$ cat config.mk
export PLATFORM = sky130hd
export DESIGN_NAME = monost_multi
export DESIGN_NICKNAME = d
export VERILOG_FILES = /design/src/rtl/monost_multi.sv
export SDC_FILE = /design/constraint.sdc
export NUM_CORES = 1
export LEC_CHECK = 0
export ABC_CLOCK_PERIOD_IN_PS = 4500
export CELL_PAD_IN_SITES_DETAIL_PLACEMENT = 0
export CELL_PAD_IN_SITES_GLOBAL_PLACEMENT = 1
export CORE_ASPECT_RATIO = 0.7
export CORE_MARGIN = 3
export CORE_UTILIZATION = 35
export CTS_CLUSTER_SIZE = 30
export DETAILED_ROUTE_END_ITERATION = 10
export PLACE_DENSITY_LB_ADDON = 0.1
export SYNTH_ARGS = -nofsm -noshare
export SYNTH_HDL_FRONTEND = slang
export SYNTH_SLANG_ARGS = --single-unit
$ cat constraint.sdc
create_clock -name clk -period 4.5 [get_ports clk]
set_input_delay 0.9 -clock clk [delete_from_list [all_inputs] [get_ports clk]]
set_output_delay 0.9 -clock clk [all_outputs]
set_load 0.05 [all_outputs]
$ cat src/rtl/monost_multi.sv
`default_nettype none
// ============================================================================
// Module   : monost_multi
// Purpose  : Multi-channel retriggerable monostable. Each channel turns an
//            asynchronous trigger into a fixed-length pulse. The pulse is
//            followed by an optional hold-off window and a one-cycle done
//            strobe. The pulse width comes from a shared register that can be
//            reprogrammed at run time.
// Revision : 1.0  initial release
// ----------------------------------------------------------------------------
// Ports
//   clk          in   1         system clock
//   rst_n        in   1         asynchronous active-low reset
//   i_trig       in   CHANNELS  asynchronous trigger inputs, one per channel
//   i_clear      in   1         synchronous abort, all channels to IDLE
//   i_width_we   in   1         load i_width_in into the width register
//   i_width_in   in   CNT_W     new pulse width in cycles (0 acts as 1)
//   o_pulse_out  out  CHANNELS  pulse outputs, active-low when OUT_INV=1
//   o_busy       out  CHANNELS  high while a channel is in ACTIVE or HOLD
//   o_done       out  CHANNELS  one-cycle strobe after a normal pulse end
// ============================================================================
module monost_multi #(
  parameter int CHANNELS    = 4,
  parameter int CNT_W       = 24,
  parameter int WAIT_TIME   = 3500000,
  parameter int HOLDOFF     = 0,
  parameter int RETRIG      = 0,
  parameter int EDGE        = 1,
  parameter int OUT_INV     = 1,
  parameter int SYNC_STAGES = 2
) (
  input  logic                clk,
  input  logic                rst_n,
  input  logic [CHANNELS-1:0] i_trig,
  input  logic                i_clear,
  input  logic                i_width_we,
  input  logic [CNT_W-1:0]    i_width_in,
  output logic [CHANNELS-1:0] o_pulse_out,
  output logic [CHANNELS-1:0] o_busy,
  output logic [CHANNELS-1:0] o_done
);

  localparam logic [CNT_W-1:0] c_wait_time = CNT_W'(WAIT_TIME);
  localparam logic             c_hold_en   = (HOLDOFF > 0);
  localparam logic [CNT_W-1:0] c_hold_m1   = (HOLDOFF > 0) ? CNT_W'(HOLDOFF - 1) : '0;
  localparam logic             c_retrig    = (RETRIG != 0);
  localparam logic             c_edge      = (EDGE != 0);
  localparam logic             c_out_inv   = (OUT_INV != 0);

  typedef enum logic [1:0] {
    ST_IDLE   = 2'd0,
    ST_ACTIVE = 2'd1,
    ST_HOLD   = 2'd2
  } state_t;

  // --------------------------------------------------------------------------
  // Shared width register and the reload value derived from it.
  // --------------------------------------------------------------------------
  logic [CNT_W-1:0] r_width;
  logic [CNT_W-1:0] w_load;

  always_ff @(posedge clk or negedge rst_n) begin
    if (!rst_n) begin
      r_width <= c_wait_time;
    end else if (i_width_we) begin
      r_width <= i_width_in;
    end
  end

  // A programmed width of zero behaves like one, so the reload floors at 0.
  // The reload value is copied into the channel counter when a pulse starts,
  // so later width writes never disturb a pulse already running.
  assign w_load = (r_width == '0) ? '0 : (r_width - CNT_W'(1));

  // --------------------------------------------------------------------------
  // Per-channel synchroniser, trigger detector and state machine.
  // --------------------------------------------------------------------------
  generate
    for (genvar gi = 0; gi < CHANNELS; gi++) begin : g_chan
      logic [SYNC_STAGES-1:0] r_sync;
      logic                   r_prev;
      logic                   r_ev;
      logic                   w_sync;
      logic                   w_ev;
      state_t                 r_state;
      state_t                 w_state_nx;
      logic [CNT_W-1:0]       r_cnt;
      logic [CNT_W-1:0]       w_cnt_nx;
      logic                   r_done;
      logic                   w_done_nx;

      assign w_sync = r_sync[SYNC_STAGES-1];
      assign w_ev   = c_edge ? (w_sync & ~r_prev) : w_sync;

      // r_prev keeps tracking the synchronised input during clear, so an
      // edge that coincides with clear is consumed rather than deferred.
      // r_ev is a one-cycle pipeline stage on the event; clearing it here is
      // what drops an edge arriving together with clear.
      always_ff @(posedge clk or negedge rst_n) begin
        if (!rst_n) begin
          r_sync <= '0;
          r_prev <= 1'b0;
          r_ev   <= 1'b0;
        end else begin
          r_sync <= {r_sync[SYNC_STAGES-2:0], i_trig[gi]};
          r_prev <= w_sync;
          r_ev   <= i_clear ? 1'b0 : w_ev;
        end
      end

      always_ff @(posedge clk or negedge rst_n) begin
        if (!rst_n) begin
          r_state <= ST_IDLE;
          r_cnt   <= '0;
          r_done  <= 1'b0;
        end else begin
          r_state <= w_state_nx;
          r_cnt   <= w_cnt_nx;
          r_done  <= w_done_nx;
        end
      end

      always_comb begin
        w_state_nx = r_state;
        w_cnt_nx   = r_cnt;
        w_done_nx  = 1'b0;
        if (i_clear) begin
          // Abort beats both a new event and counter expiry; no done strobe.
          w_state_nx = ST_IDLE;
          w_cnt_nx   = '0;
        end else begin
          case (r_state)
            ST_IDLE: begin
              if (r_ev) begin
                w_state_nx = ST_ACTIVE;
                w_cnt_nx   = w_load;
              end
            end
            ST_ACTIVE: begin
              if (r_ev && c_retrig) begin
                w_cnt_nx = w_load;
              end else if (r_cnt == '0) begin
                w_done_nx = 1'b1;
                if (c_hold_en) begin
                  w_state_nx = ST_HOLD;
                  w_cnt_nx   = c_hold_m1;
                end else begin
                  w_state_nx = ST_IDLE;
                  w_cnt_nx   = '0;
                end
              end else begin
                w_cnt_nx = r_cnt - CNT_W'(1);
              end
            end
            ST_HOLD: begin
              // Events are deliberately ignored for the whole hold-off window.
              if (r_cnt == '0) begin
                w_state_nx = ST_IDLE;
              end else begin
                w_cnt_nx = r_cnt - CNT_W'(1);
              end
            end
            default: begin
              w_state_nx = ST_IDLE;
              w_cnt_nx   = '0;
            end
          endcase
        end
      end

      // Outputs decode registered state, so they are glitch-free and follow
      // the asynchronous reset without waiting for a clock edge.
      assign o_pulse_out[gi] = (r_state == ST_ACTIVE) ^ c_out_inv;
      assign o_busy[gi]      = (r_state != ST_IDLE);
      assign o_done[gi]      = r_done;
    end
  endgenerate

endmodule
`default_nettype wire
# [Word-level counts from Yosys, hierarchy flattened]
# Index checks and enable logic that the tools add are counted.
[totals] ff_bits=148 wordCells=140 out_inout_bits=12 in_bits=32
[classes] n_eq_ne=20 reduce_logical=25 muxes=53 n_bitwise=12 n_addsub=5
[ops] op="2-to-1 mux 24 bit" count=17
[ops] op="one-hot mux 24 bit (3 select lines)" count=4
[ops] op="logical NOT 24 bit" count=5
[ops] op="subtractor 24 x 1 -> 24 bit, second input constant" count=5
[ops] op="2-to-1 mux 2 bit" count=12
[ops] op="inequality test 3 bit, second input constant" count=8
[ops] op="2-to-1 mux 1 bit" count=16
[ops] op="one-hot mux 2 bit (2 select lines)" count=4
[ops] op="AND reduction 2 bit" count=8
[ops] op="inequality test 3 x 1 -> 1 bit, second input constant" count=4
[ops] op="equality test 2 x 1 -> 1 bit, second input constant" count=4
[ops] op="equality test 2 bit, second input constant" count=4
[ops] op="logical NOT 2 bit" count=4
[ops] op="NOT 1 bit" count=8
[ops] op="nonzero test 2 bit" count=4
[ops] op="OR reduction 2 bit" count=4
[ops] op="bitwise AND 1 bit" count=4

# [Logic depth before layout (Yosys ltp)]
[logic_depth] word_depth=5 depth_mapped=10

# [Worst setup path before layout]
# OpenSTA, ideal clock, no wires.
[synth_path] path_kind="register to register" startpoint="reg g_chan[1].r_cnt[12]" endpoint="reg g_chan[1].r_cnt[22]" setup_slack_ps=2015 arrival_time_ps=2361 path_stages_with_launch=9 synth_period_minus_slack_ps=2485 required_ps=4376 cell_sequence="dfrtp_1 -> or4_4 -> or4_4 -> buf_6 -> o311a_1 -> buf_6 -> a32o_1 -> a21oi_1 -> o21ai_1"
[synth_between] elab_chain_len=4 word_cells_on_any_way=8 cone_classes="add/sub: 1; eq/ne: 1; mux: 4; reduce/logical: 2"
[synth_rtl] item="from (decl)" line_no="87" text="logic [CNT_W-1:0] r_cnt;"
[synth_rtl] item="from (signal assigned)" line_no="118" text="r_cnt <= w_cnt_nx;"
[synth_rtl] item="subtractor 24 x 1 -> 24 bit or logical NOT 24 bit (tied branches)"
[synth_rtl] item="2-to-1 mux 24 bit (on tied branches)" line_no="157, 142"
[synth_rtl] item="one-hot mux 24 bit (3 select lines)" line_no="132" text="case (r_state)"
[synth_rtl] item="2-to-1 mux 24 bit" line_no="127" text="if (i_clear) begin"
# Several ways; a longest one is shown, not always the timed one. The select of a mux whose other input is x is not followed.
# A chain may end at the register's enable or synchronous reset.

# [Worst setup path in the final report]
[layout_path] startpoint="in i_clear" endpoint="reg g_chan[2].r_cnt[13]"
[layout_between] elab_chain_len=2 word_cells_on_any_way=4 cone_classes="eq/ne: 2; mux: 1; reduce/logical: 1"
[layout_rtl] item="from (decl)" line_no="35" text="input logic i_clear,"
[layout_rtl] item="inequality test 3 bit (no line)"
[layout_rtl] item="AND reduction 2 bit (no line)"
[layout_rtl] item="to (signal assigned)" line_no="118"
[layout_rtl] item="to (decl)" line_no="87"
# Several ways; a longest one is shown, not always the timed one.

==> reports/qor.yml <==
drive_above_1_share_pct: 11.0
placed_area_mm2: 0.00878
cts.sinks: 144
finalCritPeriodShare_pct: 71.0
top_usage_layer: "met2"
dr.pass1.iters: 5
drt-vias-per-instance: 5.92
htreeDepth: 4
fp-row-count: 45
postRouteAntennaNets: 0
p_total_uw: 4190
utilization_pct: 42.3
grt_max_degree: 73
cap_violations: 0
fin_ws_ns: 1.30
grt-ovfl-total: 0
fill_cells: 2183
finalInstanceArea_mm2: 0.00940
worst_pin_slew_ns: 1.26
numCtsBuffers: 17
fmax_ghz: 0.313
die_h_um: 133
reg2reg_slack_ns: 1.32
start_kind: "input pin"
outcome: "finished clean"
drt_drc_violations_left: 0
worstPathRequired_ns: 4.82
wl_per_cell_um: 20.9
p_leak_uw: 0.00379
synth_fp_nets: 931
path_clk_slew_ns: 0.07
min_period_ns: 3.20
ctsHoldBuffers: 0
ys_seq_area_share_pct: 44.6
gp_congestion: 0.890
endpoint_kind: "flip-flop"
cts_tree: "done"
synthCells: 889
use_met1_pct: 31.0
grt_pass1_vias: 6993
synth_cell_types: 63
routed_wl_mm: 25.9
multi_input_area_mm2: 0.00415
ys.flop_type: "dfrtp_1"
cts_root_buf: "clkbuf_16"
dieArea_mm2: 0.0251
vias: 7335
grt_pass1_wl_mm: 40.6
use_met3_pct: 3.71
die_w_um: 188
nNetsFinal: 962
async_flop_share_pct: 100
portBuffers: 43
synth_edf_count: 0
tns_ns: 0
final_common_cell: "dfrtp_1"
worstSetupStartpoint: "i_clear"
core_mm2: 0.0222
yosys_warnings: 0
path_class: "in -> reg"
cp.arrival_ns: 3.51
setup_viol: 0
groute.layer.met2.usage_pct: 31.4
n_antenna_cell: 0
netlist_area_mm2: 0.00811
syn_to_final_growth_pct: 15.9
hold_depth: 0
start_util_pct: 36.5
drtIter0Drc: 809
seq_area_mm2: 0.00362
post-cts-setup-buffer-count: 0
antenna_found_initial: 0
cts_resized: 0
final-hold-violation-count: 0
min_from: "g_chan[2].r_sync[0]"
final_cell_mix: "dfrtp_1, o21ai_0, nand2_1"
hp-class: "reg -> reg"
r2r-end: "g_chan[1].r_cnt[3]"
ctsLongestPathBuffers: 2
place_ws_ns: 0.891
power-per-cell-area_mw_per_mm2: 445
ys_ff_latch: 144
hold-path-endpoint: "g_chan[2].r_sync[1]"
hpwlAfterDp_mm: 17.9
rsz0062_at_grt: "false"
grt_usage_pct: 20.9
io_pins: 44
maxSlewHeadroom_pct: 15.2
worstReg2RegStart: "g_chan[1].r_cnt[17]"
clock_latency_ns: 0.43
rr_worst_depth: 5
cp_max_fo: 14
drv_slew: 0
syn-mean-instance-area_um2: 9.12
vdd_drop_max_v: 0.000286
finClkSkew_ns: 0.0153
worst max-delay path, stage by stage:
cell and delay [ns]:
clkdlybuf4s50_1 0.50, nor3_1 1.04, nor3_1 0.27, nand2_1 0.47
nor2_1 0.08, a211o_1 0.25
Yosys cell counts (3+ instances only):
| cell type | count | area share [%] |
|---|---|---|
| a22oi_1 | 3 | 0.28 |
| o21ai_0 | 94 | 5.8 |
| dfstp_2 | 12 | 3.9 |
| o32ai_1 | 5 | 0.54 |
| o211ai_1 | 29 | 2.7 |
| buf_2 | 12 | 0.74 |
| inv_1 | 22 | 1.0 |
| o21ai_1 | 5 | 0.31 |
| or4_4 | 6 | 0.83 |
| xor2_1 | 10 | 1.1 |
| mux2_2 | 22 | 3.1 |
| xnor2_1 | 11 | 1.2 |
| buf_6 | 6 | 0.83 |
| nand2_1 | 90 | 4.2 |
| a31oi_1 | 6 | 0.46 |
| a21oi_1 | 38 | 2.3 |
| nor3b_1 | 8 | 0.74 |
| and3_1 | 4 | 0.31 |
| nand4_1 | 8 | 0.62 |
| or2_2 | 5 | 0.39 |
| ha_1 | 10 | 1.5 |
| o311ai_0 | 8 | 0.86 |
| o22ai_1 | 3 | 0.23 |
| nor2b_1 | 5 | 0.39 |
| dfrtp_1 | 132 | 41 |
| nor2_1 | 88 | 4.1 |
| mux2i_1 | 4 | 0.49 |
| nor3_1 | 50 | 3.1 |
| nor4_1 | 25 | 1.9 |
| and2_1 | 6 | 0.46 |
| buf_4 | 7 | 0.65 |
| or4_1 | 11 | 1.0 |
| o32a_1 | 3 | 0.37 |
| a221o_1 | 7 | 0.86 |
| nand3_1 | 23 | 1.4 |
| nand2b_1 | 10 | 0.77 |
| o221ai_1 | 24 | 2.6 |
| nor4b_1 | 4 | 0.43 |
| clkbuf_1 | 18 | 0.83 |
| or3_1 | 22 | 1.7 |
cells by family (layout without fill, tap and decap cells):
logic type               Yosys count  in the layout  share of synthesized area [%]
adder cells (fa/ha/maj)           10             10                           1.54
AND/OR/NAND/NOR                  375            375                           23.6
XOR/XNOR                          21             21                           2.27
buffers and inverters             68            112                           4.46
AO/OA/AOI/OAI                    245            245                           19.9
flip-flops                       144            144                           44.6
multiplexers                      26             26                           3.55
area by class of cell:
type                       instances  area share [%]
inverter                          22           0.879
clock buffer                      17            4.53
timing repair buffer              58            5.79
multi-input combinational        677            44.1
tap                              305            4.06
clock inverter                    15            2.09
sequential                       144            38.5
through the flow:
stage | instances | hold WS, ns
5_1_grt | 1238 | 0.360
3_3_place_gp | 1206 | 0.334
2_1_floorplan | 889 | 0.331
4_1_cts | 1238 | 0.353
3_5_place_dp | 1206 | 0.336
6_report | 1238 | 0.349
sequential cells by signal (all words and copies together) (netlist names):
signal / cells
g_chan.r_cnt: 96
g_chan.r_done: 4
g_chan.r_ev: 4
g_chan.r_prev: 4
g_chan.r_state: 4
g_chan.r_sync: 8
r_width: 24
report_power, final:
part	internal (µW)	total [µW]	switching [µW]
Combinational	370	1060	688
Clock	849	1500	650
Sequential	1450	1630	178
how the worst max path moves through the flow:
stage                                endpoint  slack, ns  depth (start not counted)
after global placement    g_chan[2].r_cnt[13]       0.99                          6
after detailed placement  g_chan[2].r_cnt[13]       0.89                          6
after floorplan           g_chan[1].r_cnt[22]       2.02                          8
final                     g_chan[2].r_cnt[13]       1.30                          6
after CTS                  g_chan[1].r_cnt[3]       1.32                          5
after global routing       g_chan[1].r_cnt[8]       1.10                          5
metal layers:
metal / wire [µm] / vias to the layer above / share of wire (%)
li1: - / 3394 / -
met1: 12900 / 3679 / 50
met2: 11400 / 236 / 44
met3: 1240 / 26 / 4.8
met4: 395 / 0 / 1.5
met5: 0 / - / 0
Note: power is estimated with default switching activity, not from simulation.
